**config.mk**
```make
export PLATFORM = sky130hd
export DESIGN_NAME = pc_unit
export DESIGN_NICKNAME = d
export VERILOG_FILES = /design/src/rtl/pc_unit.sv
export SDC_FILE = /design/constraint.sdc
export NUM_CORES = 1
export LEC_CHECK = 0
export ABC_AREA = 1
export CAP_MARGIN = 20
export CORE_ASPECT_RATIO = 0.8
export CORE_MARGIN = 2
export CORE_UTILIZATION = 53
export DETAILED_ROUTE_END_ITERATION = 7
export PLACE_DENSITY = 0.94
export SYNTH_ARGS = -nofsm -noshare
export SYNTH_HDL_FRONTEND = slang
export SYNTH_SLANG_ARGS = --single-unit
export TNS_END_PERCENT = 20
```
**constraint.sdc**
```tcl
create_clock -name clk_i -period 5.5 [get_ports clk_i]
set_clock_uncertainty 0.05 [all_clocks]
set_input_delay 0.55 -clock clk_i [delete_from_list [all_inputs] [get_ports clk_i]]
set_output_delay 0.55 -clock clk_i [all_outputs]
set_load 0.02 [all_outputs]
```
**src/rtl/pc_unit.sv**
```systemverilog
// Program-counter unit for the fetch stage. Holds the fetch address, applies
// prioritised redirect/stall/sequential updates, traps on misaligned redirect
// targets and stops fetch when the halt address is reached.
module pc_unit #(
  parameter int unsigned     XLEN       = 32,
  parameter logic [XLEN-1:0] RESET_VEC  = '0,
  parameter logic [XLEN-1:0] TRAP_VEC   = XLEN'(32'h100),
  parameter logic [XLEN-1:0] HALT_ADDR  = XLEN'(248),
  parameter bit              HALT_EN    = 1'b1,
  parameter int unsigned     INST_BYTES = 4,
  parameter int unsigned     CNT_W      = 16
) (
  input  logic             clk_i,
  input  logic             start_i,
  input  logic             stall_i,
  input  logic             redirect_i,
  input  logic [XLEN-1:0]  redirect_pc_i,
  output logic [XLEN-1:0]  pc_o,
  output logic             valid_o,
  output logic             halted_o,
  output logic             misalign_o,
  output logic [XLEN-1:0]  bad_addr_o,
  output logic [CNT_W-1:0] fetch_cnt_o
);

  typedef enum logic [1:0] {StBoot, StRun, StTrap, StHalt} state_e;

  localparam logic [XLEN-1:0] AlignMask = XLEN'(INST_BYTES - 1);
  localparam logic [XLEN-1:0] Stride    = XLEN'(INST_BYTES);

  state_e            r_state, w_state_d;
  logic [XLEN-1:0]   r_pc, w_pc_d;
  logic [XLEN-1:0]   r_bad, w_bad_d;
  logic              r_mis, w_mis_d;
  logic [CNT_W-1:0]  r_cnt, w_cnt_d;

  logic              w_aligned;
  logic              w_load;
  logic [XLEN-1:0]   w_load_pc;
  logic              w_halt_hit;

  // Alignment of the redirect target and the candidate RUN-state pc load
  always_comb begin
    w_aligned  = ((redirect_pc_i & AlignMask) == '0);
    w_load     = 1'b0;
    w_load_pc  = r_pc;
    if (redirect_i) begin
      w_load    = 1'b1;
      w_load_pc = redirect_pc_i;
    end else if (!stall_i) begin
      w_load    = 1'b1;
      w_load_pc = r_pc + Stride;
    end
    w_halt_hit = HALT_EN && (w_load_pc == HALT_ADDR);
  end

  // State register
  always_ff @(posedge clk_i or negedge start_i) begin
    if (!start_i) begin
      r_state <= StBoot;
    end else begin
      r_state <= w_state_d;
    end
  end

  // Next-state and datapath next values
  always_comb begin
    w_state_d = r_state;
    w_pc_d    = r_pc;
    w_bad_d   = r_bad;
    w_mis_d   = r_mis;
    w_cnt_d   = r_cnt;
    case (r_state)
      StBoot: w_state_d = StRun;
      StRun: begin
        if (redirect_i && !w_aligned) begin
          w_pc_d    = TRAP_VEC;
          w_bad_d   = redirect_pc_i;
          w_mis_d   = 1'b1;
          w_cnt_d   = r_cnt + CNT_W'(1);
          w_state_d = StTrap;
        end else if (w_load) begin
          w_pc_d  = w_load_pc;
          w_cnt_d = r_cnt + CNT_W'(1);
          if (w_halt_hit) begin
            w_state_d = StHalt;
          end
        end
      end
      // The TRAP_VEC fetch is a bubble; resume with the instruction after it.
      StTrap: begin
        w_pc_d    = TRAP_VEC + Stride;
        w_state_d = StRun;
      end
      StHalt: w_state_d = StHalt;
      default: w_state_d = StBoot;
    endcase
  end

  // Datapath registers
  always_ff @(posedge clk_i or negedge start_i) begin
    if (!start_i) begin
      r_pc  <= RESET_VEC;
      r_bad <= '0;
      r_mis <= 1'b0;
      r_cnt <= '0;
    end else begin
      r_pc  <= w_pc_d;
      r_bad <= w_bad_d;
      r_mis <= w_mis_d;
      r_cnt <= w_cnt_d;
    end
  end

  // Output decode, driven only from registers
  always_comb begin
    pc_o        = r_pc;
    valid_o     = (r_state == StRun);
    halted_o    = (r_state == StHalt);
    misalign_o  = r_mis;
    bad_addr_o  = r_bad;
    fetch_cnt_o = r_cnt;
  end

endmodule

```
After elaboration in Yosys (flattened, before gate mapping)

Cells that the tools add are included.
Widths: inputs -> output; s select.

Memories: 0
Output and inout bits: 83
Logic and storage cells: 37
RAM bits: 0
Latch bits: 0
Memory bits (read-only): 0
Bits of input ports: 36
Flip-flop bits (word level): 83

Shift-type cells: 0
Divide/modulo/power cells: 0
$add $sub $neg: 2
Muxes and demuxes: 13
Reductions and logical operators: 11
$mul: 0
Equal/unequal tests: 6
Bitwise logic cells: 0
Order comparisons: 0

Operators by type and width:

| operator              | number |
|---|---|
| $mux 32               | 4 |
| $pmux 32 s2           | 1 |
| $add 32x3->32 const B | 1 |
| $eq 32x8->1 const B   | 1 |
| $logic_not 32->1      | 1 |
| $mux 16               | 2 |
| $add 16x1->16 const B | 1 |
| $reduce_and 2->1      | 4 |
| $mux 2                | 3 |
| $ne 3x1->1 const B    | 2 |
| $pmux 2 s3            | 1 |
| $eq 2x2->1 const B    | 2 |
| $reduce_bool 2->1     | 2 |
| $eq 2x1->1 const B    | 1 |
| $logic_not 2->1       | 1 |
| $mux 1                | 2 |
| $reduce_or 2->1       | 1 |
| $logic_and 1x1->1     | 1 |
| $logic_not 1->1       | 1 |

Logic depth before layout (Yosys ltp)

Gate-level depths: netlist of the first run.

Depth after elaboration: 8
Mapped depth: 19
Depth with buffers taken out: 19

Worst setup path after synthesis of the first run

OpenSTA, ideal clock, no wires.

Path kind: reg-to-reg
Start point: register r_state[1]
End point: register r_cnt[15], in the netlist fetch_cnt_o[15]
Library setup time: 0.128 ns
Arrival: 2.052 ns
Stages on the path, launching flop included: 14
Buffers on the path: 0
Clock period less this slack: 2.230 ns
Slack: 3.270 ns
Required time: 5.322 ns
Cells stage by stage: dfrtp_1 > inv_1 > ha_1 > inv_1 > a21oi_4 > inv_2 > nor2_2 > nand4_1 > nand3b_4 > nor2_2 > nand3_1 > nor2_1 > nand2_1 > xnor2_1

Cells in the longest elaborated chain, start to end: 2

Ends and longest elaborated chain:

| what                              | RTL line | source |
|---|---|---|
| from (decl)                       | 31       | `state_e r_state, w_state_d;` |
| from (signal assigned)            | 60       | `r_state <= StBoot;` |
| from (signal assigned)            | 62       | `r_state <= w_state_d;` |
| $eq 2x1->1                        | -        |  |
| via valid_o                       | 19       | `output logic valid_o,` |
| $reduce_and 2->1 (no source line) | -        |  |
| to (signal assigned)              | 111      | `r_cnt <= w_cnt_d;` |
| to (decl)                         | 35       | `logic [CNT_W-1:0] r_cnt, w_cnt_d;` |

The timed path passes the listed nets, and every way through them passes these cells.
A chain may end at the register's enable or synchronous reset.

Final worst setup path of the first run

Start point: input port redirect_i
End point: register r_pc[20], in the netlist pc_o[20]

Cells in the longest elaborated chain, start to end: 4
Elaborated cells on any way between the ends: 8
Those cells by class: eq/ne (1); mux (5); reduce/logical (2)

Ends and longest elaborated chain:

| what                 | RTL line | source |
|---|---|---|
| from (decl)          | 16       | `input logic redirect_i,` |
| $mux 32              | 47       | `if (redirect_i) begin` |
| $mux 32              | 82       | `end else if (w_load) begin` |
| $mux 32              | 76       | `if (redirect_i && !w_aligned) begin` |
| $pmux 32 s2          | 73       | `case (r_state)` |
| to (signal assigned) | 108      | `r_pc <= w_pc_d;` |
| to (decl)            | 32       | `logic [XLEN-1:0] r_pc, w_pc_d;` |

Several ways; a longest one is shown, not always the timed one. The select of a mux whose other input is x is not followed.

==> results of run 1 <==
cell usage in the layout (no fill, tap or decap), types with 2 or more instances in the layout:
cell,instances
inv_2,5
ha_1,5
mux2_2,14
nand4_1,6
nand2_1,178
buf_4,2
a31oi_1,2
bufinv_16,2
xor2_1,11
o22ai_1,18
clkdlybuf4s50_1,117
clkbuf_8,9
a21oi_1,2
clkinv_2,2
nor2_4,5
nor2_2,9
o21ai_1,4
nor2_1,44
o21ai_0,44
nand2_2,7
nand3_1,58
nor3_1,2
nand3_2,2
inv_1,71
xnor2_1,4
dfrtp_1,83
flip-flops by register name (all words and copies together), names as in the netlist:
signal / count
fetch_cnt_o: 16
r_state: 2
misalign_o: 1
pc_o: 32
bad_addr_o: 32
kinds of logic (layout without fill, tap and decap cells):
kind of cell | count (synthesis) | after routing | synth area share
xor gates and xnor gates | 15 | 15 | 0.0282
adders and majority gates | 5 | 5 | 0.0134
buffers and inverters | 93 | 212 | 0.0781
and+or+nand+nor | 319 | 319 | 0.310
AOI/OAI and AO/OA | 75 | 75 | 0.0913
muxes | 14 | 14 | 0.0338
DFF | 83 | 83 | 0.446
power by group through the flow:
stage	Sequential [W]	Clock, W	Combinational [W]
after floorplan	0.00128	0	0.000611
after global placement	0.00105	0	0.00146
final	0.00106	0.000475	0.00155
after CTS	0.00105	0.000479	0.00153
after detailed placement	0.00106	0	0.00152
after global routing	0.00109	0.000505	0.00166
worst paths after layout:
path                            cells past startpoint  slack (ns)        endpoint
max in group asynchronous                           2        4.70  bad_addr_o[21]
min in group clk_i                                  2        0.43      misalign_o
worst max register to register                      7        2.39        pc_o[20]
worst min-delay path                                1         0.1  fetch_cnt_o[2]
worst min register to register                      2        0.43      misalign_o
worst max-delay path                                8        1.73        pc_o[20]
critical path: stages:
cell	delay (ns)
clkdlybuf4s50_1	0.46
buf_4	0.29
inv_2	0.36
nand3_1	0.28
nand2_1	0.20
nor2_1	0.70
nand2_1	0.73
o22ai_1	0.38
through the flow:
step / hold WS (ns) / power [W] / setup slack, ns / util / instance area (um^2)
after floorplan: 0.204 / 0.00190 / 3.27 / - / 4660
after global placement: 0.398 / 0.00251 / 1.71 / 0.694 / 5920
after detailed placement: 0.408 / 0.00258 / 1.59 / 0.694 / 5920
after CTS: 0.366 / 0.00306 / 1.91 / 0.719 / 6120
after global routing: 0.120 / 0.00325 / 1.66 / 0.722 / 6150
final: 0.0951 / 0.00309 / 1.73 / 0.722 / 6150
routing by layer:
layer,up-vias,routed length (um)
met2,316,6480
li1,2165,-
met4,0,334
met5,-,0
met1,2236,5600
met3,41,1470
layout make-up:
type	count	area share
tap	112	0.0228
timing repair buffer	120	0.197
inverter	77	0.0470
clock inverter	5	0.0128
sequential	83	0.338
multi-input combinational	428	0.362
clock buffer	10	0.0208
==> impl_metrics.py, run 1 <==
metrics = {
    "clocking": {
        "cts_buffers": 9,
        "cts.sinks": 83,
        "cts_tree": "done",
        "htreeDepth": 3,
        "clockRootBuffer": "clkbuf_8",
        "path_clk_slew_ns": 0.08,
        "clk_path_buf_depth": 2,
        "postCtsSetupBuffers": 0,
        "cts-resized-gates": 0,
        "clk_latency_ns": 0.35,
        "hold_buffers": 0,
    },
    "final_layout": {
        "final_nets": 760,
        "multiInputGateArea_um2": 2220,
        "n_antenna_cell": 0,
        "fillers": 626,
        "area_growth_pct": 31.9,
        "drive_gt1_frac": 0.0913,
        "stdcell_count": 835,
        "regArea_um2": 2080,
    },
    "route": {
        "drc": 0,
        "wl_per_cell_um": 16.6,
        "drt_iter0_drc": 509,
        "via_count": 4758,
        "ant_nets": 0,
        "vias_per_cell": 5.70,
        "drt-pass1-iter-count": 5,
        "totalWireLength_um": 13900,
    },
    "yosys": {
        "ys_top_cells_by_area": "dfrtp_1, nand2_1, nand3_1",
        "synth_area_um2": 4660,
        "yosys.area.top_type": "dfrtp_1",
        "netlist_top_cells_count": "nand2_1, dfrtp_1, inv_1",
        "syn_inst": 604,
        "synth-seq-cells": 83,
        "yosysTopAreaCellShare": 0.446,
        "seq_area_frac_synth": 0.446,
        "synth_edf_count": 0,
        "synth.most_common_cell": "nand2_1",
        "avgSynthCellArea_um2": 7.72,
        "yosysWarnings": 0,
        "synth_nets": 645,
        "synth-async-reset-ratio": 1.00,
        "synth_cell_types": 39,
        "synth_ff_type": "dfrtp_1",
    },
    "setup_path": {
        "worst_setup_path_start_kind": "input pin",
        "critPathRequiredTime_ns": 5.69,
        "r2r-start": "r_state[1]",
        "cp-end-kind": "register",
        "startpoint": "redirect_i",
        "critPathMaxFanout": 42,
        "crit_arrival_ns": 3.96,
        "worstSetupPathType": "input pin to register",
    },
    "power_and_ir_drop": {
        "p_sw_frac": 0.434,
        "clock_power_share": 0.154,
        "power.leakage_nw": 2.81,
        "p_int_w": 0.00175,
        "powerDensity_nw_per_um2": 502,
        "seq_power_share": 0.344,
        "switchingPower_w": 0.00134,
        "combPwrFrac": 0.503,
        "vdd_ir_drop_max_v": 0.000368,
    },
    "timing": {
        "relSlewSlack": 0.362,
        "slew_viol_final": 0,
        "grt_setup_unrepaired": "false",
        "fmax_mhz": 265,
        "setup_violations": 0,
        "fin_crit_ns": 3.77,
        "period_share": 0.686,
        "fin_setup_tns_ns": 0,
        "timing_hold_violations_final": 0,
        "worst_slew_pin_slew_ns": 0.950,
    },
    "run_status": {
        "outcome": "complete, no violations",
    },
    "die": {
        "initial_core_util": 0.547,
        "die_w_um": 109,
        "die_area_um2": 9570,
        "design.core.area_um2": 8520,
        "io_pins": 119,
        "die_h_um": 87.9,
        "core.rowCount": 30,
    },
    "global_route": {
        "grtUsageMet1": 0.384,
        "antenna_found_initial": 0,
        "grt_pass1_wl_um": 21400,
        "use_met3": 0.0848,
        "grt_use_met2": 0.451,
        "grt_max_degree": 84,
        "grt_use_total": 0.287,
        "top_usage_layer": "met2",
        "grt_pass1_vias": 4462,
        "overflow": 0,
    },
    "placed_design": {
        "place_hpwl_um": 9760,
        "gp_congestion": 1.00,
        "io_buffers": 118,
        "dp.cells": 819,
    },
    "flow_run": {
        "maxCapViolations": 0,
    },
    "hold_path": {
        "hold_class": "input pin to async pin",
    },
}
Power figures use the tool's default switching activity.
==> inputs of run 2 (changes only) <==
CORE_UTILIZATION = 50   (was 53)
PLACE_DENSITY = 0.89   (was 0.94)
clock period = 3.75 ns   (was 5.5 ns; I/O delays follow)
==> impl_metrics.py, run 2 (synthesis results as in run 1) <==
metrics = {
    "global_route": {
        "antenna_found_initial": 0,
        "overflow": 0,
        "grt_pass1_wl_um": 22500,
        "grt_pass1_vias": 4402,
        "grt_use_met2": 0.441,
        "use_met3": 0.0819,
        "grt_max_degree": 59,
        "top_usage_layer": "met2",
        "grt_use_total": 0.278,
        "grtUsageMet1": 0.379,
    },
    "timing": {
        "fmax_mhz": 323,
        "timing_hold_violations_final": 0,
        "relSlewSlack": 0.344,
        "slew_viol_final": 0,
        "setup_violations": 0,
        "worst_slew_pin_slew_ns": 0.981,
        "period_share": 0.826,
        "grt_setup_unrepaired": "false",
        "fin_setup_tns_ns": 0,
        "fin_crit_ns": 3.10,
    },
    "final_layout": {
        "layout_common_cells": "nand2_1, clkdlybuf4s50_1, dfrtp_1",
        "area_growth_pct": 34.3,
        "drive_gt1_frac": 0.0977,
        "regArea_um2": 2080,
        "final_nets": 763,
        "n_antenna_cell": 0,
        "stdcell_area_um2": 6260,
        "final_common_cell": "nand2_1",
        "fillers": 726,
        "multiInputGateArea_um2": 2220,
    },
    "route": {
        "drc": 0,
        "drt_iter0_drc": 346,
        "vias_per_cell": 5.47,
        "drt-pass1-iter-count": 5,
        "via_count": 4606,
        "totalWireLength_um": 13600,
        "wl_per_cell_um": 16.2,
        "ant_nets": 0,
    },
    "power_and_ir_drop": {
        "vdd_ir_drop_max_v": 0.000571,
        "p_sw_frac": 0.421,
        "switchingPower_w": 0.00199,
        "seq_power_share": 0.329,
        "combPwrFrac": 0.477,
        "power.leakage_nw": 2.86,
        "clock_power_share": 0.195,
        "powerDensity_nw_per_um2": 757,
        "p_int_w": 0.00274,
    },
    "clocking": {
        "htreeDepth": 3,
        "hold_buffers": 0,
        "cts_buffers": 9,
        "cts-resized-gates": 0,
        "postCtsSetupBuffers": 0,
        "path_clk_slew_ns": 0.07,
        "cts.sinks": 83,
        "clockRootBuffer": "clkbuf_16",
        "cts_tree": "done",
        "clk_latency_ns": 0.35,
        "clk_path_buf_depth": 2,
    },
    "setup_path": {
        "cp_top_family": "simple AND/OR/NAND/NOR gates",
        "cp-end-kind": "register",
        "critPathRequiredTime_ns": 3.92,
        "crit_cells": 7,
        "critPathMaxFanout": 18,
        "worst_setup_path_start_kind": "register",
        "r2r_end": "pc_o[8]",
        "crit_arrival_ns": 3.27,
        "worstPathCellList": "ha_1, nand3_1, nand2_1, nor2_1, nand2_1, o22ai_1, inv_1",
        "crit_path_end": "pc_o[8]",
        "cpMostUsedCell": "nand2_1",
        "slowest_delay_ns": 0.76,
        "r2r_setup_slack_ns": 0.65,
        "path_buf_inv": 1,
        "worstSetupPathType": "register to register",
        "critPathSlowestCell": "nor2_1",
        "r2r-start": "r_state[0]",
        "startpoint": "r_state[0]",
        "r2r_cells": 7,
    },
    "flow_run": {
        "maxCapViolations": 0,
    },
    "die": {
        "io_pins": 119,
        "die_area_um2": 10100,
        "design.core.area_um2": 9080,
        "die_w_um": 112,
        "die_h_um": 90.4,
        "initial_core_util": 0.514,
        "core.rowCount": 31,
    },
    "run_status": {
        "outcome": "complete, no violations",
    },
    "placed_design": {
        "placed_cell_area_um2": 5950,
        "io_buffers": 118,
        "gp_congestion": 0.900,
        "place_hpwl_um": 9980,
    },
    "hold_path": {
        "hold_class": "input pin to async pin",
    },
}
[run 2: cell types whose count changed in the layout (fill, tap and decap cells not counted), sizes merged]
cell and delta:
buf +3, bufinv -1, clkinv -2, clkinvlp +2
inv +2
[run 2: cell type report]
type	instances	share of cell area
clock buffer	10	0.0382
clock inverter	6	0.0114
inverter	77	0.0462
multi-input combinational	428	0.355
sequential	83	0.332
tap	115	0.0230
timing repair buffer	123	0.194
[run 2: how the worst min path moves through the flow]
stage | from | to | slack [ns] | cells past startpoint
after CTS | start_i | bad_addr_o[30] | 0.08 | 1
after floorplan | start_i | bad_addr_o[0] | 0.03 | 0
final | start_i | bad_addr_o[30] | 0.05 | 1
after detailed placement | fetch_cnt_o[15] | fetch_cnt_o[15] | 0.41 | 1
after global placement | misalign_o | misalign_o | 0.40 | 2
after global routing | start_i | pc_o[6] | 0.11 | 1
[run 2: power by group through the flow]
stage	Combinational [W]	Clock, W	Sequential (W)
final	0.00226	0.000922	0.00156
after global routing	0.00244	0.000979	0.00161
after CTS	0.00227	0.000938	0.00155
after detailed placement	0.00226	0	0.00156
after global placement	0.00218	0	0.00155
after floorplan	0.000897	0	0.00188
[run 2: stage by stage]
| stage | utilization | setup WS (ns) | power (W) | cells | hold slack [ns] |
|---|---|---|---|---|---|
| global placement | 0.656 | 0.529 | 0.00373 | 826 | 0.397 |
| CTS | 0.690 | 0.655 | 0.00476 | 842 | 0.0803 |
| detailed placement | 0.656 | 0.365 | 0.00382 | 826 | 0.411 |
| floorplan | - | 1.52 | 0.00278 | 604 | 0.0294 |
| global route | 0.690 | 0.380 | 0.00503 | 842 | 0.110 |
| finish | 0.690 | 0.651 | 0.00474 | 842 | 0.0504 |
[run 2: per-layer routing]
| metal | part of all wire | vias to the layer above | routed length (um) |
|---|---|---|---|
| li1 | - | 2179 | - |
| met1 | 0.43 | 2190 | 5900 |
| met2 | 0.47 | 219 | 6350 |
| met3 | 0.089 | 18 | 1210 |
| met4 | 0.013 | 0 | 172 |
| met5 | 0 | - | 0 |
==> inputs of run 3 (changes only) <==
CORE_UTILIZATION = 45   (was 50)
PLACE_DENSITY = 0.85   (was 0.89)
clock period = 2.8 ns   (was 3.75 ns; I/O delays follow)
==> impl_metrics.py, run 3 (synthesis results as in run 1) <==
metrics = {
    "run_status": {
        "outcome": "complete, no violations",
    },
    "die": {
        "initial_core_util": 0.459,
        "die_w_um": 118,
        "core.rowCount": 33,
        "die_h_um": 95.0,
        "io_pins": 119,
        "die_area_um2": 11200,
        "design.core.area_um2": 10200,
    },
    "final_layout": {
        "drive_gt1_frac": 0.102,
        "stdcell_count": 873,
        "layout_common_cells": "nand2_1, clkdlybuf4s50_1, dfrtp_1",
        "fillers": 933,
        "multiInputGateArea_um2": 2220,
        "n_antenna_cell": 0,
        "utilization": 0.625,
        "final_common_cell": "nand2_1",
        "final_nets": 769,
        "area_growth_pct": 36.2,
        "regArea_um2": 2080,
    },
    "timing": {
        "slew_viol_final": 0,
        "grt_setup_unrepaired": "false",
        "period_share": 0.870,
        "layout_setup_ws_ns": 0.364,
        "setup_violations": 0,
        "relSlewSlack": 0.444,
        "timing_hold_violations_final": 0,
        "fin_setup_tns_ns": 0,
        "worst_slew_pin_slew_ns": 0.832,
        "fin_crit_ns": 2.44,
        "fmax_mhz": 411,
    },
    "placed_design": {
        "io_buffers": 118,
        "gp_congestion": 0.937,
        "pre_cts_ws_ns": 0.213,
        "dp.cells": 855,
        "place_hpwl_um": 10500,
    },
    "clocking": {
        "cts_buffers": 9,
        "cts_tree": "done",
        "htreeDepth": 3,
        "cts.sinks": 83,
        "clk_path_buf_depth": 2,
        "path_clk_slew_ns": 0.07,
        "postCtsSetupBuffers": 0,
        "clockRootBuffer": "clkbuf_16",
        "clk_latency_ns": 0.34,
    },
    "power_and_ir_drop": {
        "vdd_ir_drop_max_v": 0.000654,
        "powerDensity_nw_per_um2": 1010,
        "power.leakage_nw": 2.89,
    },
    "global_route": {
        "grt_use_total": 0.258,
        "antenna_found_initial": 0,
        "grt_pass1_vias": 4605,
        "grt_max_degree": 84,
        "overflow": 0,
        "grt_pass1_wl_um": 23100,
    },
    "route": {
        "vias_per_cell": 5.20,
        "drt-pass1-iter-count": 5,
        "totalWireLength_um": 14000,
        "via_count": 4539,
        "drt_iter0_drc": 352,
        "drc": 0,
        "ant_nets": 0,
        "wl_per_cell_um": 16.0,
    },
    "hold_path": {
        "hold_class": "input pin to async pin",
    },
    "flow_run": {
        "maxCapViolations": 0,
    },
    "setup_path": {
        "worstSetupPathType": "register to register",
        "crit_arrival_ns": 2.61,
        "critPathMaxFanout": 18,
        "cp-end-kind": "register",
        "critPathRequiredTime_ns": 2.97,
        "worst_setup_path_start_kind": "register",
    },
}
[run 3: metrics by stage]
step / total power (W) / hold slack (ns) / area [um^2]
6_report: 0.00643 / 0.424 / 6350
5_1_grt: 0.00679 / 0.457 / 6350
4_1_cts: 0.00644 / 0.114 / 6320
3_5_place_dp: 0.00518 / 0.405 / 6010
3_3_place_gp: 0.00511 / 0.399 / 6010
2_1_floorplan: 0.00372 / -0.0656 / 4660
[run 3: final timing paths]
path                            startpoint               to  slack, ns  cells after the start
setup / recovery                r_state[1]          pc_o[8]       0.36                      8
hold / removal                     start_i  fetch_cnt_o[10]       0.42                      2
setup reg to reg                r_state[1]          pc_o[8]       0.36                      8
hold reg to reg            fetch_cnt_o[15]  fetch_cnt_o[15]       0.42                      1
max in group asynchronous          start_i          pc_o[2]       1.66                      3
min in group clk_i         fetch_cnt_o[15]  fetch_cnt_o[15]       0.42                      1
[run 3: layer usage]
metal | global-route usage | share of wire | vias up
met1 | 0.331 | 0.44 | 2106
met4 | 0.0884 | 0.022 | 0
met5 | 0 | 0 | -
met2 | 0.432 | 0.46 | 212
li1 | - | - | 2192
met3 | 0.0658 | 0.076 | 29
[run 3: layout make-up]
class | instances | area share
Sequential cell | 83 | 0.327
Multi-Input combinational cell | 428 | 0.350
Clock inverter | 7 | 0.0132
Clock buffer | 9 | 0.0355
Tap cell | 140 | 0.0276
Timing Repair Buffer | 129 | 0.201
Inverter | 77 | 0.0455
[run 3: worst max-delay path: stages (launching register included)]
cell and delay (ns):
dfrtp_1 0.41, inv_1 0.07, ha_1 0.25, nand3_1 0.22, nand2_1 0.23, nor2_1 0.19
nand2_1 0.52, o22ai_1 0.30, inv_1 0.07
[run 3: report_power, final]
group / switching [W] / internal (W)
sequential: 0.000452 / 0.00165
clock: 0.000532 / 0.000707
combinational: 0.00175 / 0.00133
total: 0.00274 / 0.00369
[run 3: repair_timing]
item | CTS | global route
hold buffers | 0 | 1
endpoints found under the hold margin | 0 | 42
gates resized for setup | 0 | 0
